===== config.mk =====
export PLATFORM = sky130hd
export DESIGN_NAME = t03_text_scanout_flat
export DESIGN_NICKNAME = d
export VERILOG_FILES = /design/src/rtl/t03_text_pkg.sv /design/src/rtl/t03_text_scanout_if.sv /design/src/rtl/t03_text_scan_ctr.sv /design/src/rtl/t03_text_scanout.sv /design/src/flat_wrapper.sv
export SDC_FILE = /design/constraint.sdc
export NUM_CORES = 2
export LEC_CHECK = 0
export CAP_MARGIN = 10
export CORE_AREA = 2 2 342 344
export CTS_BUF_LIST = sky130_fd_sc_hd__clkbuf_2 sky130_fd_sc_hd__clkbuf_4 sky130_fd_sc_hd__clkbuf_8
export DETAILED_ROUTE_END_ITERATION = 8
export DIE_AREA = 0 0 344 346
export PLACE_DENSITY = 0.6
export SLEW_MARGIN = 10
export SYNTH_ARGS = -nofsm -noshare
export SYNTH_HDL_FRONTEND = slang
export SYNTH_SLANG_ARGS = --single-unit
export TNS_END_PERCENT = 50

===== constraint.sdc =====
create_clock -name clk -period 6.15 [get_ports clk]
set_clock_uncertainty 0.1 [all_clocks]
set_input_delay 1.23 -clock clk [delete_from_list [all_inputs] [get_ports clk]]
set_output_delay 1.23 -clock clk [all_outputs]
set_load 0.03 [all_outputs]

===== src/rtl/t03_text_pkg.sv =====
// Shared sizes, character codes and scan state for the text scan-out block.
package t03_text_pkg;

  localparam int unsigned NUM_CHARS = 12;
  localparam int unsigned X_LEN     = 9;
  localparam int unsigned Y_LEN     = 8;
  localparam int unsigned CHAR_BITS = X_LEN * Y_LEN;
  localparam int unsigned CHAR_SIZE = 6;

  localparam int unsigned ROW_W = NUM_CHARS * X_LEN;
  localparam int unsigned TOTAL = ROW_W * Y_LEN;
  localparam int unsigned XW    = $clog2(ROW_W);
  localparam int unsigned YW    = $clog2(Y_LEN);
  localparam int unsigned CW    = $clog2(NUM_CHARS);
  localparam int unsigned KW    = $clog2(X_LEN);
  localparam int unsigned IW    = $clog2(TOTAL);

  // Character codes as understood by the glyph LUT
  localparam logic [CHAR_SIZE-1:0] CH_A = 6'd0,  CH_B = 6'd1,  CH_C = 6'd2,  CH_D = 6'd3,
                                   CH_E = 6'd4,  CH_F = 6'd5,  CH_G = 6'd6,  CH_H = 6'd7,
                                   CH_I = 6'd8,  CH_J = 6'd9,  CH_K = 6'd10, CH_L = 6'd11,
                                   CH_M = 6'd12, CH_N = 6'd13, CH_O = 6'd14, CH_P = 6'd15,
                                   CH_Q = 6'd16, CH_R = 6'd17, CH_S = 6'd18, CH_T = 6'd19,
                                   CH_U = 6'd20, CH_V = 6'd21, CH_W = 6'd22, CH_X = 6'd23,
                                   CH_Y = 6'd24, CH_Z = 6'd25;
  localparam logic [CHAR_SIZE-1:0] CH_0 = 6'd26, CH_1 = 6'd27, CH_2 = 6'd28, CH_3 = 6'd29,
                                   CH_4 = 6'd30, CH_5 = 6'd31, CH_6 = 6'd32, CH_7 = 6'd33,
                                   CH_8 = 6'd34, CH_9 = 6'd35, CH_SPACE = 6'd37;

  typedef enum logic [1:0] {
    IDLE = 2'd0,
    SCAN = 2'd1,
    DONE = 2'd2
  } scan_state_e;

endpackage


===== src/rtl/t03_text_scanout_if.sv =====
// Pixel stream toward the display driver: valid/ready plus pixel payload and coordinates.
interface t03_text_scanout_if;
  import t03_text_pkg::*;

  logic          pixel_valid;
  logic          pixel_ready;
  logic          pixel_data;
  logic [XW-1:0] pixel_x;
  logic [YW-1:0] pixel_y;
  logic [CW-1:0] pixel_char;
  logic          row_done;

  modport master (
    output pixel_valid, pixel_data, pixel_x, pixel_y, pixel_char, row_done,
    input  pixel_ready
  );

  modport slave (
    input  pixel_valid, pixel_data, pixel_x, pixel_y, pixel_char, row_done,
    output pixel_ready
  );
endinterface


===== src/rtl/t03_text_scan_ctr.sv =====
// Raster position counters: column-in-char / char / row nest, plus a flat strip column.
module t03_text_scan_ctr
  import t03_text_pkg::*;
(
  input  logic          clk,
  input  logic          rst,
  input  logic          clr,
  input  logic          en,
  output logic [XW-1:0] x,
  output logic [YW-1:0] y,
  output logic [CW-1:0] ch,
  output logic          last_c
);

  logic [KW-1:0] k;

  assign last_c = (k == KW'(X_LEN - 1)) && (ch == CW'(NUM_CHARS - 1)) && (y == YW'(Y_LEN - 1));

  // The final pixel does not advance, so coordinates stay parked on it until the next clear
  always_ff @(posedge clk) begin
    if (rst || clr) begin
      k  <= '0;
      ch <= '0;
      y  <= '0;
      x  <= '0;
    end else if (en && !last_c) begin
      if (k == KW'(X_LEN - 1)) begin
        k <= '0;
        if (ch == CW'(NUM_CHARS - 1)) begin
          ch <= '0;
          y  <= y + YW'(1);
        end else begin
          ch <= ch + CW'(1);
        end
      end else begin
        k <= k + KW'(1);
      end
      x <= (x == XW'(ROW_W - 1)) ? '0 : x + XW'(1);
    end
  end

endmodule


===== src/rtl/t03_text_scanout.sv =====
// Snapshots a glyph strip on start and streams it pixel by pixel in raster order.
module t03_text_scanout
  import t03_text_pkg::*;
(
  input  logic             clk,
  input  logic             rst,
  input  logic             start,
  input  logic [TOTAL-1:0] characters,
  output logic             busy,
  output logic             frame_done,
  t03_text_scanout_if.master bus
);

  scan_state_e      state_q, state_d;
  logic [TOTAL-1:0] shadow_q;
  logic             load;
  logic             xfer;
  logic             last_c;
  logic [XW-1:0]    x;
  logic [YW-1:0]    y;
  logic [CW-1:0]    ch;
  logic [IW-1:0]    idx_c;

  t03_text_scan_ctr u_ctr (
    .clk    (clk),
    .rst    (rst),
    .clr    (load),
    .en     (xfer),
    .x      (x),
    .y      (y),
    .ch     (ch),
    .last_c (last_c)
  );

  always_ff @(posedge clk) begin
    if (rst) begin
      state_q  <= IDLE;
      shadow_q <= '0;
    end else begin
      state_q <= state_d;
      if (load) shadow_q <= characters;
    end
  end

  always_comb begin
    state_d = state_q;
    load    = 1'b0;
    case (state_q)
      IDLE: if (start) begin
        load    = 1'b1;
        state_d = SCAN;
      end
      SCAN: if (xfer && last_c) state_d = DONE;
      DONE: state_d = IDLE;
      default: state_d = IDLE;
    endcase
  end

  // Strip MSB is row 0, column 0
  assign idx_c = IW'(TOTAL - 1) - IW'(ROW_W) * IW'(y) - IW'(x);

  assign xfer            = bus.pixel_valid && bus.pixel_ready;
  assign bus.pixel_valid = (state_q == SCAN);
  assign bus.pixel_data  = shadow_q[idx_c];
  assign bus.pixel_x     = x;
  assign bus.pixel_y     = y;
  assign bus.pixel_char  = ch;
  assign bus.row_done    = (state_q == SCAN) && (x == XW'(ROW_W - 1));
  assign busy            = (state_q != IDLE);
  assign frame_done      = (state_q == DONE);

endmodule


===== src/flat_wrapper.sv =====
// flat-port wrapper written by rule: the top's interface ports become plain ports
module t03_text_scanout_flat import t03_text_pkg::*;
  (clk, rst, start, characters, busy, frame_done, bus_pixel_valid, bus_pixel_data, bus_pixel_x, bus_pixel_y, bus_pixel_char, bus_row_done, bus_pixel_ready);
  t03_text_scanout_if bus_i ();
  input  logic clk;
  input  logic rst;
  input  logic start;
  input  logic [TOTAL-1:0] characters;
  output logic busy;
  output logic frame_done;
  output wire logic [$bits(bus_i.pixel_valid)-1:0] bus_pixel_valid;
  output wire logic [$bits(bus_i.pixel_data)-1:0] bus_pixel_data;
  output wire logic [$bits(bus_i.pixel_x)-1:0] bus_pixel_x;
  output wire logic [$bits(bus_i.pixel_y)-1:0] bus_pixel_y;
  output wire logic [$bits(bus_i.pixel_char)-1:0] bus_pixel_char;
  output wire logic [$bits(bus_i.row_done)-1:0] bus_row_done;
  input wire logic [$bits(bus_i.pixel_ready)-1:0] bus_pixel_ready;
  assign bus_pixel_valid = bus_i.pixel_valid;
  assign bus_pixel_data = bus_i.pixel_data;
  assign bus_pixel_x = bus_i.pixel_x;
  assign bus_pixel_y = bus_i.pixel_y;
  assign bus_pixel_char = bus_i.pixel_char;
  assign bus_row_done = bus_i.row_done;
  assign bus_i.pixel_ready = bus_pixel_ready;
  t03_text_scanout u_core (.clk(clk), .rst(rst), .start(start), .characters(characters), .busy(busy), .frame_done(frame_done), .bus(bus_i));
endmodule

==> results.md <==
- Status: complete, no violations
- RSZ-0062 raised after global routing: yes
- Critical Setup Path Class: flip-flop to primary output
- Cell Area, Synth: between 30000 and 40000 sq um
- Die width: around 340 microns
- Non-Filler Instances: 5307
- Core ar.: 115000 sq um
- Clock transition at the registers of the reported paths: 60 ps
- Global-route wire length before repair: 199000 microns
- Fillers: around 11000
- Num CTS Buffers: 157
- Placed Cells: 4967
- Power per cell area: 289 nW/um^2
- Worst-Skew Late Latency: approximately 820 ps
- FFs w/ async S/R, synth: 0%
- Clock Tree Buf Depth: 3
- CP cell instances: inv_2 > ha_4 > inv_4 > ha_4 > inv_2 > fa_2 > inv_2 > ha_4 > inv_2 > ha_4 > a211o_1 > nand2_4 > buf_12 > buf_16 > mux2i_1 > o221a_2 > o22ai_4 > a211oi_4 > nor3_4 > buf_6 > buf_6
- Worst setup EP type: primary output
- Register area share after synthesis: a little over 50%
- Clk sinks: 884
- Placed cell areas: about 45000 sq um
- Die area: 119000 sq um
- Largest net degree at the start of global routing: 153
- TNS Setup: 0 ps
- Vias per Instance: 5.27
- Synthesized Nets: 3657
- Clock root buffer: clkbuf_8
- Drt total wl: 143000 microns
- Yosys warnings: 0
- Layout area overhead: 43.8%
- Starting Density: 29.7%
- Peak per-stage delay on the critical path: roughly 530 ps
- Avg WL per Cell: 26.9 microns
- Worst setup SP type: flip-flop
- Post-synth EDFFs: 0
- H-tree levels: 4
- GPL Wtd Cong: 0.846
- Maximum vdd drop: roughly 170 uV
- Top Ports: 887
- Setup-failing EPs final: 0
- CP arrival: between 4000 and 5000 ps
- Hold WC Path Type: flip-flop to flip-flop
- Cell taking the most area after synthesis: dfxtp_1
- Synth top area share: 51.6%
- Crit Path Max Fanout: 7
- Post-route cell area: 49400 sq um
- Total number of vias: 28000
- Final period util: 99.4%
- Maxcap violations: 0
- TritonCTS clock tree: built
- Row count: 125
- CTS Hold Bufs: 0
- Post-DP HPWL: 107000 microns
- PortBufs: 886
- Static Leak: ~19 nW
- Mean Syn Cell Area: 12.4 sq um
- Initial antenna violation count: 39
- Slew Viols, Final: 0
- Vias in the first global route: 28500
- FF+latch count, synth: about 900
- Top_reg_cell synth: dfxtp_1
- Slowest CP cell: fa_2
- Final Critical Period: 6110 ps
- Drt initial violations: roughly 1900
- Util after Layout: roughly 43%
- Top post-synthesis cells by area: dfxtp_1 (52%), a22o_1 (22%), mux4_2 (11%), mux2i_1 (3.6%), clkbuf_1 (2.4%)
- Final Hold Fails: 0
- FMAX: 0.164 GHz
- Layout cell share with drive strength beyond 1: 17.3%
- Critical path buffers and inverters: 9
- Post-route DRC violation count: 0
- Yosys cell types: 71
- GRT Total Usage: 23.0%
- Layout Nets: 4528
- Slew headroom: about two fifths
- Die Y: 346 microns
- DRT Pass-1 Iters: 8
- Global route overflow: 0
- Worst-Margin Slew: 896 ps
- Post-detailed-route count of antenna-violating nets: 0
- Cell count after synthesis: approximately 2800
- Worst path top cell family by delay: adder cells
- WP data required: 4820 ps
[through the flow]
stage	hold slack, ps	power [mW]	worst slack [ps]
2_1_floorplan	341	7.21	369
3_3_place_gp	356	8.23	-275
3_5_place_dp	358	8.24	-332
4_1_cts	376	14.5	-51.4
5_1_grt	380	14.8	-119
6_report	373	14.3	38.1
[path summary, 6_finish.rpt]
path                                        to  slack (ps)  depth (start not counted)                               from
min          u_core.shadow_q[401]$_SDFFE_PP0P_         370                          1  u_core.shadow_q[401]$_SDFFE_PP0P_
max reg2reg     u_core.u_ctr.x[0]$_SDFFE_PP0P_        2680                          7     u_core.u_ctr.x[1]$_SDFFE_PP0P_
min reg2reg  u_core.shadow_q[401]$_SDFFE_PP0P_         370                          1  u_core.shadow_q[401]$_SDFFE_PP0P_
max                             bus_pixel_data          40                         21     u_core.u_ctr.y[1]$_SDFFE_PP0P_
[kinds of logic (layout without fill, tap and decap cells)]
family	count (synthesis)	after routing	synth area share, %
adders and majority gates	26	26	0.969
buffers and inverters	316	1314	3.87
DFF	884	884	51.6
muxes	290	290	14.5
xor gates and xnor gates	12	12	0.306
AOI/OAI and AO/OA	1089	1089	26.7
other	0	21	0
and+or+nand+nor	146	147	2.14
[layout by cell type (no fill, tap or decap), types with 13 or more instances in the layout]
cell type | netlist | layout
a22o_1 | 874 | 874
clkinv_2 | 0 | 16
a21oi_1 | 33 | 32
buf_12 | 1 | 25
a211oi_1 | 22 | 15
clkdlybuf4s50_1 | 0 | 885
a22oi_1 | 24 | 24
o21ai_0 | 17 | 14
ha_1 | 25 | 14
clkbuf_4 | 0 | 52
nor2_1 | 31 | 25
clkbuf_8 | 0 | 195
nand3_1 | 20 | 17
mux4_2 | 164 | 164
mux2i_1 | 122 | 120
nor3_1 | 14 | 13
buf_4 | 14 | 73
nand2_1 | 35 | 33
inv_1 | 31 | 25
o22ai_1 | 53 | 52
diode_2 | 0 | 21
dfxtp_1 | 884 | 879
[synthesized netlist by cell type (4+ instances only)]
master and n:
o211ai_1 4, nand2_1 35, buf_4 14, a21oi_1 33, nor3_1 14, and2_1 7
mux2i_1 122, nand3b_1 4, a211oi_1 22, a22o_1 874, clkbuf_1 222, buf_2 42
nor4_1 4, xnor2_1 11, a22oi_1 24, mux4_2 164, a2111oi_0 13, o22ai_1 53
a31oi_1 5, nor2_1 31, inv_1 31, a221oi_1 5, nand3_1 20, dfxtp_1 884
ha_1 25, a21o_1 6, nand4_1 7, o21ai_0 17
[routing by layer]
| layer | track usage (%) | routed length (microns) |
|---|---|---|
| met1 | 27.4 | 57200 |
| met2 | 39.4 | 71100 |
| met3 | 7.20 | 11300 |
| met4 | 6.62 | 3100 |
| met5 | 0 | 209 |
[area by class of cell]
cell class                      count  area (sq um)  area share [%]
Inverter                           31           119           0.241
Clock inverter                     40           513            1.04
Clock buffer                      247          3070            6.23
Timing Repair Buffer              996         10100            20.4
Tap cell                         1524          1910            3.86
Sequential cell                   884         17700            35.9
Multi-Input combinational cell   1564         15900            32.2
Antenna cell                       21          52.6           0.106
[sequential cells by signal, indices dropped and copies added, names as in the netlist]
name and cells:
u_core.shadow_q 864, u_core.state_q 2, u_core.u_ctr.ch 4, u_core.u_ctr.k 4
u_core.u_ctr.x 7, u_core.u_ctr.y 3
[power by group]
| group | leakage, nW | internal (mW) | switching, mW |
|---|---|---|---|
| clock | 1.89 | 3.58 | 2.57 |
| combinational | 9.41 | 1.01 | 0.742 |
| sequential | 7.26 | 6.14 | 0.237 |
[what timing repair did]
action	CTS	global route
gates resized for setup	97	26
setup buffers	25	5
pin swaps	22	17
cloned	2	0
setup endpoints to repair	1	1
(Power assumes the default switching activity.)
